[src/rtl/morse_pkg.sv]
// Shared symbol, verdict and state definitions for the Morse code matching game.
package morse_pkg;

    localparam logic [1:0] NONE = 2'b00;
    localparam logic [1:0] DOT  = 2'b01;
    localparam logic [1:0] LINE = 2'b11;

    localparam logic [1:0] NEUTRAL   = 2'b00;
    localparam logic [1:0] CORRECT   = 2'b01;
    localparam logic [1:0] INCORRECT = 2'b10;

    typedef enum logic [2:0] {IDLE, LOAD, MATCH, WIN, LOSE} state_t;

    // The unused code 10 in a secret behaves exactly like an empty slot.
    function automatic logic is_none(input logic [1:0] s);
        return (s == NONE) || (s == 2'b10);
    endfunction

endpackage

[src/rtl/morse_idle_timer.sv]
// Per-symbol idle watchdog for morse_matcher; only present when MORSE_TIMEOUT_EN is defined.
`ifdef MORSE_TIMEOUT_EN
module morse_idle_timer #(
    parameter int TIMEOUT_CYCLES = 50000000
) (
    input  logic clock,
    input  logic resetn,
    input  logic run,
    output logic expired
);

    localparam int CW = $clog2(TIMEOUT_CYCLES + 1);

    logic [CW-1:0] count;

    assign expired = run && (count == CW'(TIMEOUT_CYCLES - 1));

    always_ff @(posedge clock or negedge resetn) begin
        if (!resetn) begin
            count <= '0;
        end else if (!run || expired) begin
            count <= '0;
        end else begin
            count <= count + CW'(1);
        end
    end

endmodule
`endif

[src/rtl/morse_matcher.sv]
// Two-player Morse game: player 2 must key in player 1's secret within MAX_TRIES mistakes.
// Define MORSE_TIMEOUT_EN to count TIMEOUT_CYCLES idle cycles on a symbol as a wrong guess.
module morse_matcher
    import morse_pkg::*;
#(
    parameter int SYMBOLS        = 5,
    parameter int MAX_TRIES      = 3,
    parameter int TIMEOUT_CYCLES = 50000000
) (
    input  logic                           clock,
    input  logic                           resetn,
    input  logic                           start,
    input  logic [2*SYMBOLS-1:0]           secret,
    input  logic                           ld_dot,
    input  logic                           ld_line,
    output logic [2*SYMBOLS-1:0]           guess,
    output logic [1:0]                     result,
    output logic [$clog2(MAX_TRIES+1)-1:0] tries_left,
    output logic                           busy,
    output logic                           complete,
    output logic                           failed
);

    localparam int SW = 2 * SYMBOLS;
    localparam int PW = $clog2(SYMBOLS + 1);
    localparam int TW = $clog2(MAX_TRIES + 1);

    if (SYMBOLS < 1 || SYMBOLS > 16 || MAX_TRIES < 1 || MAX_TRIES > 15 || TIMEOUT_CYCLES < 1)
    begin : g_param_check
        $error("morse_matcher: parameter out of range");
    end

    state_t          state;
    logic [SW-1:0]   secret_q;
    logic [SW-1:0]   sec_shift;
    logic [PW-1:0]   pos;
    logic [1:0]      cur_sym;
    logic [1:0]      pulse_sym;
    logic            pulse;
    logic            at_end;
    logic            skip;
    logic            waiting;
    logic            hit;
    logic            miss;
    logic            timed_out;

    always_comb begin
        sec_shift = secret_q << {pos, 1'b0};
        cur_sym   = sec_shift[SW-1 -: 2];
        at_end    = (pos == PW'(SYMBOLS));
        skip      = (state == MATCH) && !at_end && is_none(cur_sym);
        waiting   = (state == MATCH) && !at_end && !is_none(cur_sym);
        pulse     = ld_dot || ld_line;
        pulse_sym = ld_dot ? DOT : LINE;
        hit       = waiting && pulse && (pulse_sym == cur_sym);
        miss      = waiting && ((pulse && !hit) || timed_out);
    end

`ifdef MORSE_TIMEOUT_EN
    morse_idle_timer #(
        .TIMEOUT_CYCLES(TIMEOUT_CYCLES)
    ) u_idle_timer (
        .clock   (clock),
        .resetn  (resetn),
        .run     (waiting && !pulse),
        .expired (timed_out)
    );
`else
    assign timed_out = 1'b0;
`endif

    // Working copy of the secret; meaningful only once a round has started.
    always_ff @(posedge clock) begin
        if (start) begin
            secret_q <= secret;
        end
    end

    always_ff @(posedge clock or negedge resetn) begin
        if (!resetn) begin
            state      <= IDLE;
            pos        <= '0;
            guess      <= '0;
            result     <= NEUTRAL;
            tries_left <= '0;
            busy       <= 1'b0;
            complete   <= 1'b0;
            failed     <= 1'b0;
        end else begin
            result <= NEUTRAL;
            if (start) begin
                state      <= LOAD;
                pos        <= '0;
                guess      <= '0;
                tries_left <= TW'(MAX_TRIES);
                busy       <= 1'b1;
                complete   <= 1'b0;
                failed     <= 1'b0;
            end else begin
                case (state)
                    LOAD: state <= MATCH;
                    MATCH: begin
                        if (at_end) begin
                            state    <= WIN;
                            busy     <= 1'b0;
                            complete <= 1'b1;
                        end else if (skip) begin
                            pos    <= pos + PW'(1);
                            result <= CORRECT;
                        end else if (hit) begin
                            pos    <= pos + PW'(1);
                            guess  <= (guess << 2) | SW'(cur_sym);
                            result <= CORRECT;
                        end else if (miss) begin
                            pos        <= '0;
                            guess      <= '0;
                            result     <= INCORRECT;
                            tries_left <= tries_left - TW'(1);
                            if (tries_left == TW'(1)) begin
                                state  <= LOSE;
                                busy   <= 1'b0;
                                failed <= 1'b1;
                            end
                        end
                    end
                    default: ;
                endcase
            end
        end
    end

endmodule

[config.mk]
export PLATFORM = sky130hd
export DESIGN_NAME = morse_matcher
export DESIGN_NICKNAME = d
export VERILOG_FILES = /design/src/rtl/morse_pkg.sv /design/src/rtl/morse_idle_timer.sv /design/src/rtl/morse_matcher.sv
export SDC_FILE = /design/constraint.sdc
export NUM_CORES = 1
export LEC_CHECK = 0
export ABC_AREA = 1
export BUFFER_PORTS_ARGS = -buffer_cell sky130_fd_sc_hd__buf_2
export CAP_MARGIN = 20
export CORE_ASPECT_RATIO = 1.2
export CORE_MARGIN = 1
export CORE_UTILIZATION = 57
export DETAILED_ROUTE_END_ITERATION = 12
export PLACE_DENSITY = 0.8
export SLEW_MARGIN = 5
export SYNTH_ARGS = -nofsm -noshare
export SYNTH_HDL_FRONTEND = slang
export SYNTH_HIERARCHICAL = 1
export SYNTH_SLANG_ARGS = --single-unit
[constraint.sdc]
create_clock -name clock -period 3.5 [get_ports clock]
set_input_delay 0.525 -clock clock [delete_from_list [all_inputs] [get_ports clock]]
set_output_delay 0.525 -clock clock [all_outputs]
set_load 0.01 [all_outputs]
==> flow_summary.yaml, run 1 <==
timing:
  finalSetupViolCount: 0
  worstMarginPinSlew_ps: 497.9
  fin_crit_sh_pct: 51.62
  finalCriticalPeriod_ps: 1807
  finalClockSkew_ps: 16.15
  slew_viol_final: 0
  rsz0062_at_grt: "false"
  relSlewSlack_pct: 66.60
  hold_violations: 0
  fmax_mhz: 553.5
  fin_tns_setup_ps: 0
  layout_setup_ws_ps: 1693
yosys:
  synth_cells: 156
  yosys_warnings: 6
  synth_enable_flop_cells: 10
  yosys.area.top_type: "dfrtp_1"
  synth-main-ff-cell: "dfrtp_1"
  syn-cell-area_sq_um: 1528
  synth_fp_nets: 174
  synthArstFlopShare_pct: 69.70
  synth.distinct_cells: 25
  synth.avg_cell_area_sq_um: 9.793
  yosysMostFrequentCell: "nand2_1"
  synth_seq_cells: 33
  synthTopCellsByCount: "43 x nand2_1, 23 x dfrtp_1, 18 x nand3_1, 17 x inv_1, 10 x edfxtp_1"
  yosysTopAreaCellShare_pct: 37.67
  synthTopCellsByArea: "dfrtp_1 38%, edfxtp_1 20%, nand2_1 11%"
  ys_seq_area_share_pct: 57.33
floorplanning:
  io_pins: 32
  row_count: 20
  die_h_um: 58.71
  dieArea_sq_um: 2892
  start_util_pct: 60.45
  coreArea_sq_um: 2527
  die_x_um: 49.26
place:
  gp_congestion: 0.8758
  dp_slack_ps: 1363
  dp_hpwl_um: 1965
  numPortBuffers: 31
critical_path:
  critPathCaptureType: "flop"
  cp.arrival_ps: 2070
  path_buf_inv: 4
  cp_cell_sequence: "inv_1 -> ha_1 -> nand2_1 -> inv_1 -> nor2_4 -> inv_1 -> nor2_1 -> inv_1 -> nand2_1 -> nand3_1 -> nand2_1"
  rr_worst_depth: 11
  cp-start-kind: "flop"
  rr_startpoint: "pos[1]"
  critPathMostFrequentCell: "inv_1"
  rr_endpoint: "pos[0]"
  cp_top_family: "simple AND/OR/NAND/NOR gates"
  crit_fanout: 5
  r2r_setup_slack_ps: 1690
  critical_path_required_ps: 3760
  cpMaxStageDelayCell: "dfrtp_1"
  cpPeakStageDelay_ps: 430
  worst-setup-path-type: "flop to flop"
cts:
  cts_tree: "yes"
  postCtsSetupRepairBufs: 0
  hold_buffers: 0
  root_buffer: "clkbuf_4"
  path_clk_slew_ps: 100
  cts-htree-levels: 2
  cts-buffers-inserted: 5
  ctsResizeCount: 0
  clk_latency_ps: 330
  numClockSinks: 33
  clockBufferDepth: 2
layout:
  nets: 211
  drive_above_1_share_pct: 28.50
  antenna_cells: 0
  synthToLayoutAreaGrowth_pct: 15.73
global_routing:
  grt_pass1_vias: 1048
  grt_first_pass_wirelength_um: 4347
  grt_max_degree: 24
  antenna_found_initial: 0
  gr-usage-all-layers_pct: 20.91
  grt_overflow: 0
route:
  avgRoutedWirePerCell_um: 11.38
  detail_route.first_pass.iterations: 4
  routed_wl_um: 2571
  vias_per_cell: 5.150
  ant_nets: 0
  drc_errors: 0
  via_count: 1164
  drt_iter0_markers: 37
job:
  max_cap_violations: 0
power_and_ir_drop:
  leakage_nw: 0.9120
  vdd_drop_max_mv: 0.3545
  power_density_nw_per_um2: 552.3
worst_hold_path:
  hold_path.class: "input port to async pin"
run_status:
  status: "finished clean"
==> registers in the layout, summed over array words and instances (netlist names) <==
name        count
busy            1
complete        1
failed          1
guess          10
pos             3
result          2
secret_q       10
state           3
tries_left      2
==> worst max-delay path by stage <==
stage	startpoint	endpoint	slack (ps)	depth (start not counted)
2_1_floorplan	pos[0]	state[1]	1960	11
3_3_place_gp	start	state[2]	1440	8
3_5_place_dp	start	state[0]	1360	8
4_1_cts	pos[1]	pos[0]	1680	11
5_1_grt	start	state[2]	1500	8
6_report	pos[1]	pos[0]	1690	11
==> placed cells by master (no fill, tap or decap) <==
master	count
buf_2	31
clkbuf_1	1
clkbuf_4	5
clkbuf_8	1
clkinv_1	1
dfrtp_1	23
edfxtp_1	10
ha_1	3
inv_1	17
inv_2	1
inv_6	1
nand2_1	43
nand2_2	5
nand2_4	1
nand3_1	18
nand3_2	1
nand4_1	3
nand4_2	1
nor2_1	6
nor2_4	3
nor2_8	1
o211ai_1	1
o21a_1	1
o21ai_0	8
o21ai_1	1
o21ai_2	4
o31ai_1	1
xor2_1	1
==> metrics by stage <==
stage	util (%)	hold slack, ps	power [mW]	area [sq um]	instances
final	69.95	139.6	0.9764	1768	226
after detailed placement	67.77	459.6	0.7769	1713	219
after floorplan	-	229.4	0.6980	1528	156
after global routing	69.95	182.8	1.049	1768	226
after CTS	69.95	154.1	0.9846	1768	226
after global placement	67.77	456.2	0.7685	1713	219
==> worst reg2reg max path, stage by stage (launching register included) <==
cell,delay (ps)
dfrtp_1,430
inv_1,130
ha_1,190
nand2_1,60
inv_1,70
nor2_4,130
inv_1,70
nor2_1,250
inv_1,140
nand2_1,130
nand3_1,80
nand2_1,80
==> cell families (layout without fill, tap and decap cells) <==
family / after synthesis / in the layout / share of synthesized area, %
compound gates: 16 / 16 / 6.716
xor+xnor: 1 / 1 / 0.5734
simple gates: 82 / 82 / 26.94
fa+ha+maj: 3 / 3 / 2.457
flops: 33 / 33 / 57.33
buf+inv: 21 / 58 / 5.978
==> where the power goes <==
group	leakage, nW	internal (mW)	switching (mW)
Combinational	0.478	0.0976	0.185
Clock	0.0314	0.0947	0.114
Sequential	0.402	0.448	0.0369
==> layer usage <==
metal	track usage [%]	vias up	part of all wire, %
met4	16.39	0	2.8
met3	4.651	8	5.2
met5	0	-	0
met2	34.44	42	51
met1	23.63	531	41
li1	-	583	-
==> area by class of cell <==
type,count,area (sq um)
inverters,20,80.08
well taps,33,41.29
clock buffers,7,55.05
repair buffers,31,155.1
fillers,206,759.5
multi-input cells,102,560.5
flip-flops and latches,33,875.8
Note: power is estimated with default switching activity, not from simulation.
==> inputs of run 2 (changes only) <==
- CORE_UTILIZATION: 57 -> 53
- PLACE_DENSITY: 0.8 -> 0.75
- clock period: 3.5 -> 1.7 ns (I/O delays scaled with it)
==> flow_summary.yaml, run 2 (synthesis gave the netlist of run 1 again) <==
run_status:
  status: "finished with violations"
  violations: "setup timing"
route:
  drt_iter0_markers: 23
  ant_nets: 0
  routed_wl_um: 3084
  drc_errors: 0
  vias_per_cell: 5.210
  via_count: 1240
  detail_route.first_pass.iterations: 4
  avgRoutedWirePerCell_um: 12.96
power_and_ir_drop:
  power_density_nw_per_um2: 1130
  vdd_drop_max_mv: 0.9105
  leakage_nw: 0.9843
critical_path:
  cp-start-kind: "flop"
  crit_fanout: 6
  critPathCapture: "guess[6]"
  rr_worst_depth: 10
  worst-setup-path-type: "flop to flop"
  rr_startpoint: "pos[0]"
  crit_path_start: "pos[0]"
  rr_endpoint: "guess[6]"
  r2r_setup_slack_ps: -3
  critPathCaptureType: "flop"
  critical_path_required_ps: 1950
  cp.arrival_ps: 1950
job:
  max_cap_violations: 0
cts:
  root_buffer: "clkbuf_4"
  cts-buffers-inserted: 5
  clockBufferDepth: 2
  clk_latency_ps: 320
  cts-htree-levels: 2
  cts_tree: "yes"
  numClockSinks: 33
  path_clk_slew_ps: 90
floorplanning:
  die_h_um: 60.81
  die_x_um: 51.01
  row_count: 20
  dieArea_sq_um: 3102
  io_pins: 32
  start_util_pct: 58.14
  coreArea_sq_um: 2628
timing:
  finalSetupViolCount: 1
  worstMarginPinSlew_ps: 527.3
  fin_crit_sh_pct: 100.2
  relSlewSlack_pct: 64.85
  hold_violations: 0
  slew_viol_final: 0
  rsz0062_at_grt: "true"
  finalClockSkew_ps: 9.006
  fmax_mhz: 587.3
  holdWs_ps: 98.39
  layout_setup_ws_ps: -2.811
  finalCriticalPeriod_ps: 1703
worst_hold_path:
  hold_path.class: "input port to flop"
layout:
  antenna_cells: 0
  synthToLayoutAreaGrowth_pct: 26.29
  instances_no_fill: 238
  fillers: 193
  final_core_util_pct: 73.43
  nets: 222
  drive_above_1_share_pct: 39.51
  layout_common_cells: "36 x nand2_1, 31 x buf_2, 22 x dfrtp_1"
  reg.largest.list: "guess (10), secret_q (10)"
  layout_commonest_cell: "nand2_1"
place:
  gp_congestion: 0.8281
  dp_hpwl_um: 2135
  numPortBuffers: 31
  placed_cells: 225
global_routing:
  antenna_found_initial: 0
  gr-usage-all-layers_pct: 22.10
  grt_overflow: 0
  grt_pass1_vias: 1170
  grt_first_pass_wirelength_um: 4761
  grt_max_degree: 24
-- run 2: area by class of cell --
type	count	area [sq um]	area share (%)
clock buffers	7	45.04	2.335
clock inverters	1	3.754	0.1946
inverters	20	82.58	4.280
multi-input cells	102	635.6	32.94
flip-flops and latches	33	877.1	45.46
well taps	33	41.29	2.140
repair buffers	42	244.0	12.65
-- run 2: worst min-delay path by stage --
stage / end / startpoint / slack (ps) / cells after the start
3_5_place_dp: guess[9] / resetn / 260 / 1
4_1_cts: secret_q[5] / secret[5] / 80 / 1
2_1_floorplan: busy / resetn / -40 / 0
5_1_grt: secret_q[2] / secret[2] / 80 / 1
3_3_place_gp: guess[7] / resetn / 250 / 1
6_report: secret_q[0] / secret[0] / 100 / 1
-- run 2: repair_timing --
action | 4_1_cts | 5_1_grt
resized for setup | 2 | 26
hold buffers | 1 | 0
pin swaps | 0 | 12
endpoints found under the setup margin | 8 | 19
buffers inserted | 1 | 3
endpoints found under the hold margin | 23 | 0
-- run 2: power breakdown --
part	internal (mW)	switching [mW]
clock	0.159	0.232
sequential	0.924	0.0776
combinational	0.320	0.467
total	1.40	0.777
-- run 2: stage by stage --
stage | setup slack, ps | power (mW) | TNS (ps) | cell area (sq um)
finish | -2.811 | 2.180 | -2.811 | 1929
floorplan | 163.7 | 1.437 | 0 | 1528
detailed placement | -9.678 | 1.647 | -9.678 | 1758
global route | -78.20 | 2.321 | -737.3 | 1929
CTS | 1.018 | 2.051 | 0 | 1826
global placement | 76.26 | 1.618 | 0 | 1758
-- run 2: worst max-delay path, stage by stage (launching register included) --
cell     delay (ps)
dfrtp_2         480
ha_4            190
nand2_2          80
inv_2            50
nor2_4          120
nand2_4          80
nor2_8          190
nand3_4         100
nor2_4          200
nand2_2          80
o21ai_2          50
-- run 2: routing by layer --
metal,vias to the layer above,share of wire (%),global-route usage (%),wire length (um)
met5,-,0,0,0
met4,0,3.3,14.29,102
met3,10,4.4,7.018,137
met2,40,50,38.72,1539
met1,579,42,22.85,1304
li1,611,-,-,-
